==> src/rtl/piso_serializer_pkg.sv <==
// Shared types and constants for the parallel-in, serial-out transmitter.
// Bit-order constants are the legal values of the LSB_FIRST parameter.
package piso_pkg;

  typedef enum logic {
    IDLE,
    SHIFT
  } state_t;

  localparam int DEFAULT_WIDTH = 4;

  localparam int MSB_FIRST = 0;
  localparam int LSB_FIRST = 1;

endpackage

==> src/rtl/piso_serializer_if.sv <==
// Word-in / bit-out handshake bundle between a word producer and the serializer.
// The master side supplies words; the slave side is the serializer.
interface piso_serializer_if #(
  parameter int WIDTH = piso_pkg::DEFAULT_WIDTH
);

  logic [WIDTH-1:0] din;
  logic             din_valid;
  logic             din_ready;
  logic             sout;
  logic             sout_valid;
  logic             sout_last;
  logic             busy;

  modport master (
    output din, din_valid,
    input  din_ready, sout, sout_valid, sout_last, busy
  );

  modport slave (
    input  din, din_valid,
    output din_ready, sout, sout_valid, sout_last, busy
  );

endinterface

==> src/rtl/piso_serializer_shift_reg.sv <==
// Loadable shift register that moves its contents toward the selected output end,
// back-filling with zeros. Clear beats load, load beats shift.
module piso_shift_reg #(
  parameter int WIDTH     = piso_pkg::DEFAULT_WIDTH,
  parameter int LSB_FIRST = piso_pkg::MSB_FIRST
) (
  input  logic             clk,
  input  logic             clr_n,
  input  logic             load,
  input  logic             shift_en,
  input  logic [WIDTH-1:0] din,
  output logic             out_bit
);

  localparam bit LSB_MODE = (LSB_FIRST == piso_pkg::LSB_FIRST);

  logic [WIDTH-1:0] sreg;

  always_ff @(posedge clk) begin
    if (!clr_n) begin
      sreg <= '0;
    end else if (load) begin
      sreg <= din;
    end else if (shift_en) begin
      if (LSB_MODE) begin
        sreg <= {1'b0, sreg[WIDTH-1:1]};
      end else begin
        sreg <= {sreg[WIDTH-2:0], 1'b0};
      end
    end
  end

  assign out_bit = LSB_MODE ? sreg[0] : sreg[WIDTH-1];

endmodule

==> src/rtl/piso_serializer.sv <==
// Serializes WIDTH-bit words onto a single wire, one bit per clock, with frame strobes.
// A word may be accepted on the last bit of the previous one so frames stream gaplessly.
module piso_serializer #(
  parameter int WIDTH     = piso_pkg::DEFAULT_WIDTH,
  parameter int LSB_FIRST = piso_pkg::MSB_FIRST
) (
  input  logic              clk,
  input  logic              rst,
  piso_serializer_if.slave  bus
);

  import piso_pkg::*;

  localparam int              CNT_W    = $clog2(WIDTH);
  localparam logic [CNT_W-1:0] LAST_CNT = CNT_W'(WIDTH - 1);

  state_t           state;
  logic [CNT_W-1:0] bit_cnt;
  logic             at_last;
  logic             accept;
  logic             tx_bit;

  assign at_last       = (state == SHIFT) && (bit_cnt == LAST_CNT);
  assign bus.din_ready = rst && ((state == IDLE) || at_last);
  assign accept        = bus.din_valid && bus.din_ready;

  // On the final bit a fresh accept restarts the count in place instead of idling.
  always_ff @(posedge clk) begin
    if (!rst) begin
      state   <= IDLE;
      bit_cnt <= '0;
    end else begin
      case (state)
        IDLE: begin
          if (accept) begin
            state   <= SHIFT;
            bit_cnt <= '0;
          end
        end
        SHIFT: begin
          if (at_last) begin
            bit_cnt <= '0;
            if (!accept) begin
              state <= IDLE;
            end
          end else begin
            bit_cnt <= bit_cnt + 1'b1;
          end
        end
      endcase
    end
  end

  piso_shift_reg #(
    .WIDTH     (WIDTH),
    .LSB_FIRST (LSB_FIRST)
  ) u_shift_reg (
    .clk      (clk),
    .clr_n    (rst),
    .load     (accept),
    .shift_en (state == SHIFT),
    .din      (bus.din),
    .out_bit  (tx_bit)
  );

  assign bus.sout       = (state == SHIFT) && tx_bit;
  assign bus.sout_valid = (state == SHIFT);
  assign bus.sout_last  = at_last;
  assign bus.busy       = (state == SHIFT);

endmodule

==> src/flat_wrapper.sv <==
// flat-port wrapper written by rule: the top's interface ports become plain ports
module piso_serializer_flat import piso_pkg::*;
#(
  parameter int WIDTH     = piso_pkg::DEFAULT_WIDTH,
  parameter int LSB_FIRST = piso_pkg::MSB_FIRST
)
  (clk, rst, bus_din, bus_din_valid, bus_din_ready, bus_sout, bus_sout_valid, bus_sout_last, bus_busy);
  piso_serializer_if #(.WIDTH(WIDTH)) bus_i ();
  input  logic clk;
  input  logic rst;
  input wire logic [$bits(bus_i.din)-1:0] bus_din;
  input wire logic [$bits(bus_i.din_valid)-1:0] bus_din_valid;
  output wire logic [$bits(bus_i.din_ready)-1:0] bus_din_ready;
  output wire logic [$bits(bus_i.sout)-1:0] bus_sout;
  output wire logic [$bits(bus_i.sout_valid)-1:0] bus_sout_valid;
  output wire logic [$bits(bus_i.sout_last)-1:0] bus_sout_last;
  output wire logic [$bits(bus_i.busy)-1:0] bus_busy;
  assign bus_i.din = bus_din;
  assign bus_i.din_valid = bus_din_valid;
  assign bus_din_ready = bus_i.din_ready;
  assign bus_sout = bus_i.sout;
  assign bus_sout_valid = bus_i.sout_valid;
  assign bus_sout_last = bus_i.sout_last;
  assign bus_busy = bus_i.busy;
  piso_serializer #(.WIDTH(WIDTH), .LSB_FIRST(LSB_FIRST)) u_core (.clk(clk), .rst(rst), .bus(bus_i));
endmodule
==> config.mk <==
export PLATFORM = sky130hd
export DESIGN_NAME = piso_serializer_flat
export DESIGN_NICKNAME = d
export VERILOG_FILES = /design/src/rtl/piso_serializer_pkg.sv /design/src/rtl/piso_serializer_if.sv /design/src/rtl/piso_serializer_shift_reg.sv /design/src/rtl/piso_serializer.sv /design/src/flat_wrapper.sv
export SDC_FILE = /design/constraint.sdc
export NUM_CORES = 1
export LEC_CHECK = 0
export BUFFER_PORTS_ARGS = -buffer_cell sky130_fd_sc_hd__buf_2
export CELL_PAD_IN_SITES_DETAIL_PLACEMENT = 0
export CELL_PAD_IN_SITES_GLOBAL_PLACEMENT = 1
export CORE_AREA = 2 2 39 41
export DETAILED_ROUTE_END_ITERATION = 8
export DIE_AREA = 0 0 41 43
export PLACE_DENSITY_LB_ADDON = 0.08
export SYNTH_ARGS = -nofsm -noshare
export SYNTH_HDL_FRONTEND = slang
export SYNTH_HIERARCHICAL = 1
export SYNTH_SLANG_ARGS = --single-unit
==> constraint.sdc <==
create_clock -name clk -period 1.7 [get_ports clk]
set_clock_uncertainty 0.1 [all_clocks]
set_input_delay 0.085 -clock clk [delete_from_list [all_inputs] [get_ports clk]]
set_output_delay 0.085 -clock clk [all_outputs]
set_load 0.02 [all_outputs]
==> flow_summary.toml, run 1 <==
[global_routing]
use_met1_pct = 11.3
met2_usage_pct = 15.0
grt_overflow = 0
grt_max_degree = 12
grt_pass1_vias = 288
top_usage_layer = "met2"
grt_pass1_wl_um = 1170
antenna_found_initial = 0
grt_usage_pct = 10.4
grt_util_met3_pct = 3.14

[die]
core_mm2 = 0.00138
start_util_pct = 25.5
core.rowCount = 14
die_y_um = 43
fp.dieArea_mm2 = 0.00176
ioPinCount = 12
die_w_um = 41

[worst_setup_path]
end_kind = "flop"
critPathMaxFanout = 4
slowest_stage = "or3b_1"
critPathArrivalTime_ns = 1.66
critPathMaxStageDelay_ns = 0.38
path_class = "reg -> reg"
cp-start-kind = "flop"
crit_chain = "ha_1, nand2b_4, and3_1, or3b_1, a21boi_1"
cp_data_required_time_ns = 1.79

[min_path]
hold_path.class = "in -> reg"

[synthesis]
syn_area_um2 = 353
synth_seq_cells = 7
synth_nets = 41
syn_inst = 33
ys_types = 18
ys_seq_area_share_pct = 39.7
avgSynthCellArea_um2 = 10.7
yosys_warnings = 6

[clock_network]
clk_path_buf_depth = 2
cts.sinks = 7
clk_pin_slew_ns = 0.06
insertion_delay_ns = 0.25
root_buffer = "clkbuf_4"
tritoncts = "done"
htreeDepth = 1
post-cts-setup-buffer-count = 0
cts_made_buffers = 3

[timing]
fmax_ghz = 0.634
tns_ns = 0
final-max-slew-violation-count = 0
setup_viol = 0
rsz0062_at_grt = "no"
finalHoldViolCount = 0
worst_pin_slew_ns = 0.184
timing.final.crit_share_pct = 92.8
period_minus_slack_ns = 1.58
slew_headroom_pct = 87.7

[final_layout]
area_growth_pct = 38.7
n_antenna_cell = 0
drive_gt1_share_pct = 39.2
final_nets = 60
fillCellCount = 149
fin_cells = 67

[power]
ir_drop_v = 0.000360
leakagePower_nw = 0.258
p_per_area_mw_per_mm2 = 818

[route]
drt_iter0_drc = 5
wl_um = 725
drc = 0
ant_nets = 0
dr.pass1.iters = 2
avgRoutedWirePerCell_um = 10.8
via_count = 319
viasPerCell = 4.76

[place]
portBuffers = 11
hpwl_um = 528
gp_congestion = 0.569
placed_cells = 61

[job]
maxCapViolations = 0

[status]
outcome = "complete, no violations"
-- worst max-delay path: cells and delay by family (launching register included) --
| family | cells | cell delay, ns |
|---|---|---|
| fa+ha+maj | 1 | 0.22 |
| flops | 1 | 0.33 |
| compound gates | 1 | 0.14 |
| simple gates | 3 | 0.73 |
-- registers in the layout, indices dropped and copies added (netlist names) --
signal	count
u_core/bit_cnt	2
u_core/bus.busy	1
u_core/u_shift_reg/sreg	4
-- final timing paths --
| path | slack (ns) | startpoint | to | cells past startpoint |
|---|---|---|---|---|
| worst max-delay path | 0.12 | u_core/bit_cnt[0]$_SDFFE_PN0P_ | u_core/u_shift_reg/sreg[0]$_SDFFE_PN0P_ | 5 |
| worst min register to register | 0.43 | u_core/bus.busy$_SDFF_PN0_ | u_core/bus.busy$_SDFF_PN0_ | 2 |
| worst max register to register | 0.12 | u_core/bit_cnt[0]$_SDFFE_PN0P_ | u_core/u_shift_reg/sreg[0]$_SDFFE_PN0P_ | 5 |
| worst min-delay path | 0.04 | bus_din[2] | u_core/u_shift_reg/sreg[2]$_SDFFE_PN0P_ | 3 |
-- area by class of cell --
type / instances / area, um^2 / share of cell area (%)
inverter: 1 / 3.75 / 0.767
timing repair buffer: 15 / 90.1 / 18.4
clock buffer: 4 / 26.3 / 5.37
sequential: 7 / 140 / 28.6
multi-input combinational: 24 / 209 / 42.7
tap: 16 / 20.0 / 4.09
-- Yosys cell counts, drive strengths merged --
library cell / instances / area (um^2)
dfxtp: 7 / 140
and2: 3 / 18.8
mux2: 3 / 33.8
o211a: 3 / 30.0
or2b: 3 / 22.5
a21boi: 2 / 15.0
nand2b: 2 / 12.5
a31o: 1 / 8.76
and3: 1 / 6.26
and4bb: 1 / 12.5
buf: 1 / 7.51
ha: 1 / 12.5
inv: 1 / 3.75
nand2: 1 / 3.75
nand4bb: 1 / 11.3
o21ai: 1 / 5.00
or3b: 1 / 8.76
-- power by group --
group	switching [mW]	total, mW	leakage (nW)	internal, mW
sequential	0.00606	0.180	0.0575	0.174
combinational	0.0300	0.0652	0.186	0.0352
clock	0.0648	0.155	0.0150	0.0898
total	0.101	0.400	0.258	0.299
-- per-layer routing --
layer / wire, um / part of all wire (%)
met1: 302 / 42
met2: 368 / 51
met3: 44 / 6.1
met4: 10 / 1.4
met5: 0 / 0
-- cell usage in the layout, fill, tap and decap left out, drive strengths merged --
master,synthesis,layout
o211a,3,3
ha,1,1
and3,1,1
a31o,1,1
mux2,3,3
and2,3,3
nand4bb,1,1
nand2b,2,2
inv,1,1
o21ai,1,1
a21boi,2,2
and4bb,1,1
or3b,1,1
or2b,3,3
nand2,1,1
clkbuf,0,4
buf,1,13
dlygate4sd3,0,2
dfxtp,7,7
-- logic make-up after synthesis --
logic type                 after synthesis  synth area share [%]
and+or+nand+nor                         13                  27.3
AOI/OAI and AO/OA                        7                  16.7
DFF                                      7                  39.7
muxes                                    3                  9.57
buffers and inverters                    2                  3.19
adders and majority gates                1                  3.55
-- repair_timing --
item	in CTS	in global routing
gates resized for setup	0	1
hold endpoints to repair	2	0
setup endpoints to repair	0	2
hold buffers	2	0
-- per-stage QoR --
stage / power, mW / hold WS [ns] / util (%) / setup WS (ns) / instance area [um^2]
finish: 0.400 / 0.0423 / 35.4 / 0.122 / 489
global route: 0.423 / 0.0510 / 35.4 / 0.0239 / 489
CTS: 0.407 / 0.0362 / 34.8 / 0.0765 / 482
detailed placement: 0.244 / 0.244 / 31.5 / 0.0955 / 435
global placement: 0.242 / 0.232 / 31.5 / 0.151 / 435
floorplan: 0.220 / 0.118 / - / 0.0833 / 353
(Power assumes the default switching activity.)
==> run 2: changes to the inputs <==
--- a/config.mk
+++ b/config.mk
@@ -5,7 +5,7 @@
 export SDC_FILE = /design/constraint.sdc
 export NUM_CORES = 1
 export LEC_CHECK = 0
-export BUFFER_PORTS_ARGS = -buffer_cell sky130_fd_sc_hd__buf_2
+export BUFFER_PORTS_ARGS = -buffer_cell sky130_fd_sc_hd__clkbuf_2
 export CELL_PAD_IN_SITES_DETAIL_PLACEMENT = 0
 export CELL_PAD_IN_SITES_GLOBAL_PLACEMENT = 1
 export CORE_AREA = 2 2 39 41
==> run 2 against run 1 <==
Setup slack got worse by 0.0051 ns; routed wire length fell by 0.69%; clock power hardly changed; first-iteration DRC count fell by 60%; highest routed layer unchanged; die area is the same; cell count unchanged; critical path depth did not move; utilization shrank 0.54 points; fmax fell by 0.32%; largest cell class unchanged; total power down 0.94%; sequential share of layout area rose by 0.45 points.
==> flow_summary.toml, run 2 (synthesis results as in run 1) <==
[status]
outcome = "complete, no violations"

[route]
dr.pass1.iters = 5
ant_nets = 0
drt_iter0_drc = 2
avgRoutedWirePerCell_um = 10.7
drc = 0
via_count = 307
wl_um = 720
viasPerCell = 4.58

[worst_setup_path]
cp_data_required_time_ns = 1.78
slowest_stage = "or3b_1"
critPathMaxFanout = 4
critPathMaxStageDelay_ns = 0.37
path_class = "reg -> reg"
end_kind = "flop"
crit_chain = "ha_1, nand2b_1, and3_1, or3b_1, a21boi_1"
cp-start-kind = "flop"
critPathArrivalTime_ns = 1.66

[power]
clock_power_share_pct = 38.6
power_mw = 0.397
intPower_mw = 0.298
pwr-share-seq_pct = 45.3
p_per_area_mw_per_mm2 = 823
leakagePower_nw = 0.256
switchingPower_mw = 0.0984
combPwrFrac_pct = 16.2
ir_drop_v = 0.000299
power.share.switching_pct = 24.8

[timing]
final-max-slew-violation-count = 0
period_minus_slack_ns = 1.58
layout_setup_ws_ns = 0.117
finalHoldViolCount = 0
rsz0062_at_grt = "no"
setup_viol = 0
slew_headroom_pct = 87.5
timing.final.crit_share_pct = 93.1
fmax_ghz = 0.632
worst_pin_slew_ns = 0.187
tns_ns = 0
hold_ws_ns = 0.0397

[final_layout]
final_common_cell = "clkbuf_2"
area_growth_pct = 36.5
largest_reg_flops = 4
final_cell_area_um2 = 482
final_nets = 60
drive_gt1_share_pct = 37.3
n_antenna_cell = 0
final_cell_mix = "clkbuf_2 (11), dfxtp_1 (7)"
largest_register = "u_core/u_shift_reg/sreg"

[die]
fp.dieArea_mm2 = 0.00176
start_util_pct = 25.5
core_mm2 = 0.00138
die_w_um = 41
die_y_um = 43
core.rowCount = 14
ioPinCount = 12

[global_routing]
grt_max_degree = 12
antenna_found_initial = 0
grt_pass1_wl_um = 1210
grt_overflow = 0
grt_pass1_vias = 298
grt_usage_pct = 11.3

[clock_network]
insertion_delay_ns = 0.25
htreeDepth = 1
cts.sinks = 7
root_buffer = "clkbuf_4"
post-cts-setup-buffer-count = 0
cts_made_buffers = 3
tritoncts = "done"
cts-resized-gates = 0
clk_path_buf_depth = 2
clk_pin_slew_ns = 0.06

[place]
hpwl_um = 539
place_ws_ns = 0.113
gp_congestion = 0.560
portBuffers = 11
place_area_um2 = 435

[min_path]
hold_path.class = "in -> reg"

[job]
maxCapViolations = 0
[run 2: cell types whose count changed in the layout (fill, tap and decap cells not counted), sizes merged]
| cell | previous run | this run |
|---|---|---|
| clkbuf | 4 | 15 |
| buf | 13 | 2 |
[run 2: cell type report]
cell class              instances  area [um^2]
repair buffers                 15         90.1
clock buffers                   4         26.3
inverters                       1         3.75
well taps                      16         20.0
flip-flops and latches          7          140
multi-input cells              24          201
fillers                       158          902
[run 2: repair_timing]
item                                    4_1_cts  5_1_grt
hold endpoints to repair                      2        0
hold buffers                                  2        0
endpoints found under the setup margin        0        0
[run 2: stage by stage]
step	utilization, %	instances
floorplan	-	33
global placement	31.5	61
detailed placement	31.5	61
CTS	34.8	67
global route	34.8	67
finish	34.8	67
[run 2: layer usage]
layer | up-vias | GRT usage, % | wire [um]
met5 | - | 0 | 0
met4 | 0 | 12.0 | 12
met3 | 2 | 4.71 | 46
met2 | 11 | 14.7 | 344
met1 | 138 | 12.4 | 316
li1 | 156 | - | -
[run 2: final timing paths]
check	from	end	slack, ns	depth (start not counted)
hold reg to reg	u_core/u_shift_reg/sreg[0]$_SDFFE_PN0P_	u_core/u_shift_reg/sreg[0]$_SDFFE_PN0P_	0.45	2
setup / recovery	u_core/bit_cnt[0]$_SDFFE_PN0P_	u_core/u_shift_reg/sreg[0]$_SDFFE_PN0P_	0.12	5
setup reg to reg	u_core/bit_cnt[0]$_SDFFE_PN0P_	u_core/u_shift_reg/sreg[0]$_SDFFE_PN0P_	0.12	5
hold / removal	bus_din[1]	u_core/u_shift_reg/sreg[1]$_SDFFE_PN0P_	0.04	3
[run 2: worst max-delay path, delay by kind of cell, from the launching register on]
family,cells,cell delay [ns]
fa+ha+maj,1,0.21
compound gates,1,0.14
simple gates,3,0.76
flops,1,0.32
[run 2: power groups by stage]
stage	Combinational (mW)	Clock, mW	Sequential, mW
final	0.0641	0.153	0.179
after global routing	0.0725	0.174	0.181
after CTS	0.0655	0.162	0.180
after detailed placement	0.0618	0	0.183
after global placement	0.0593	0	0.182
after floorplan	0.0339	0	0.187
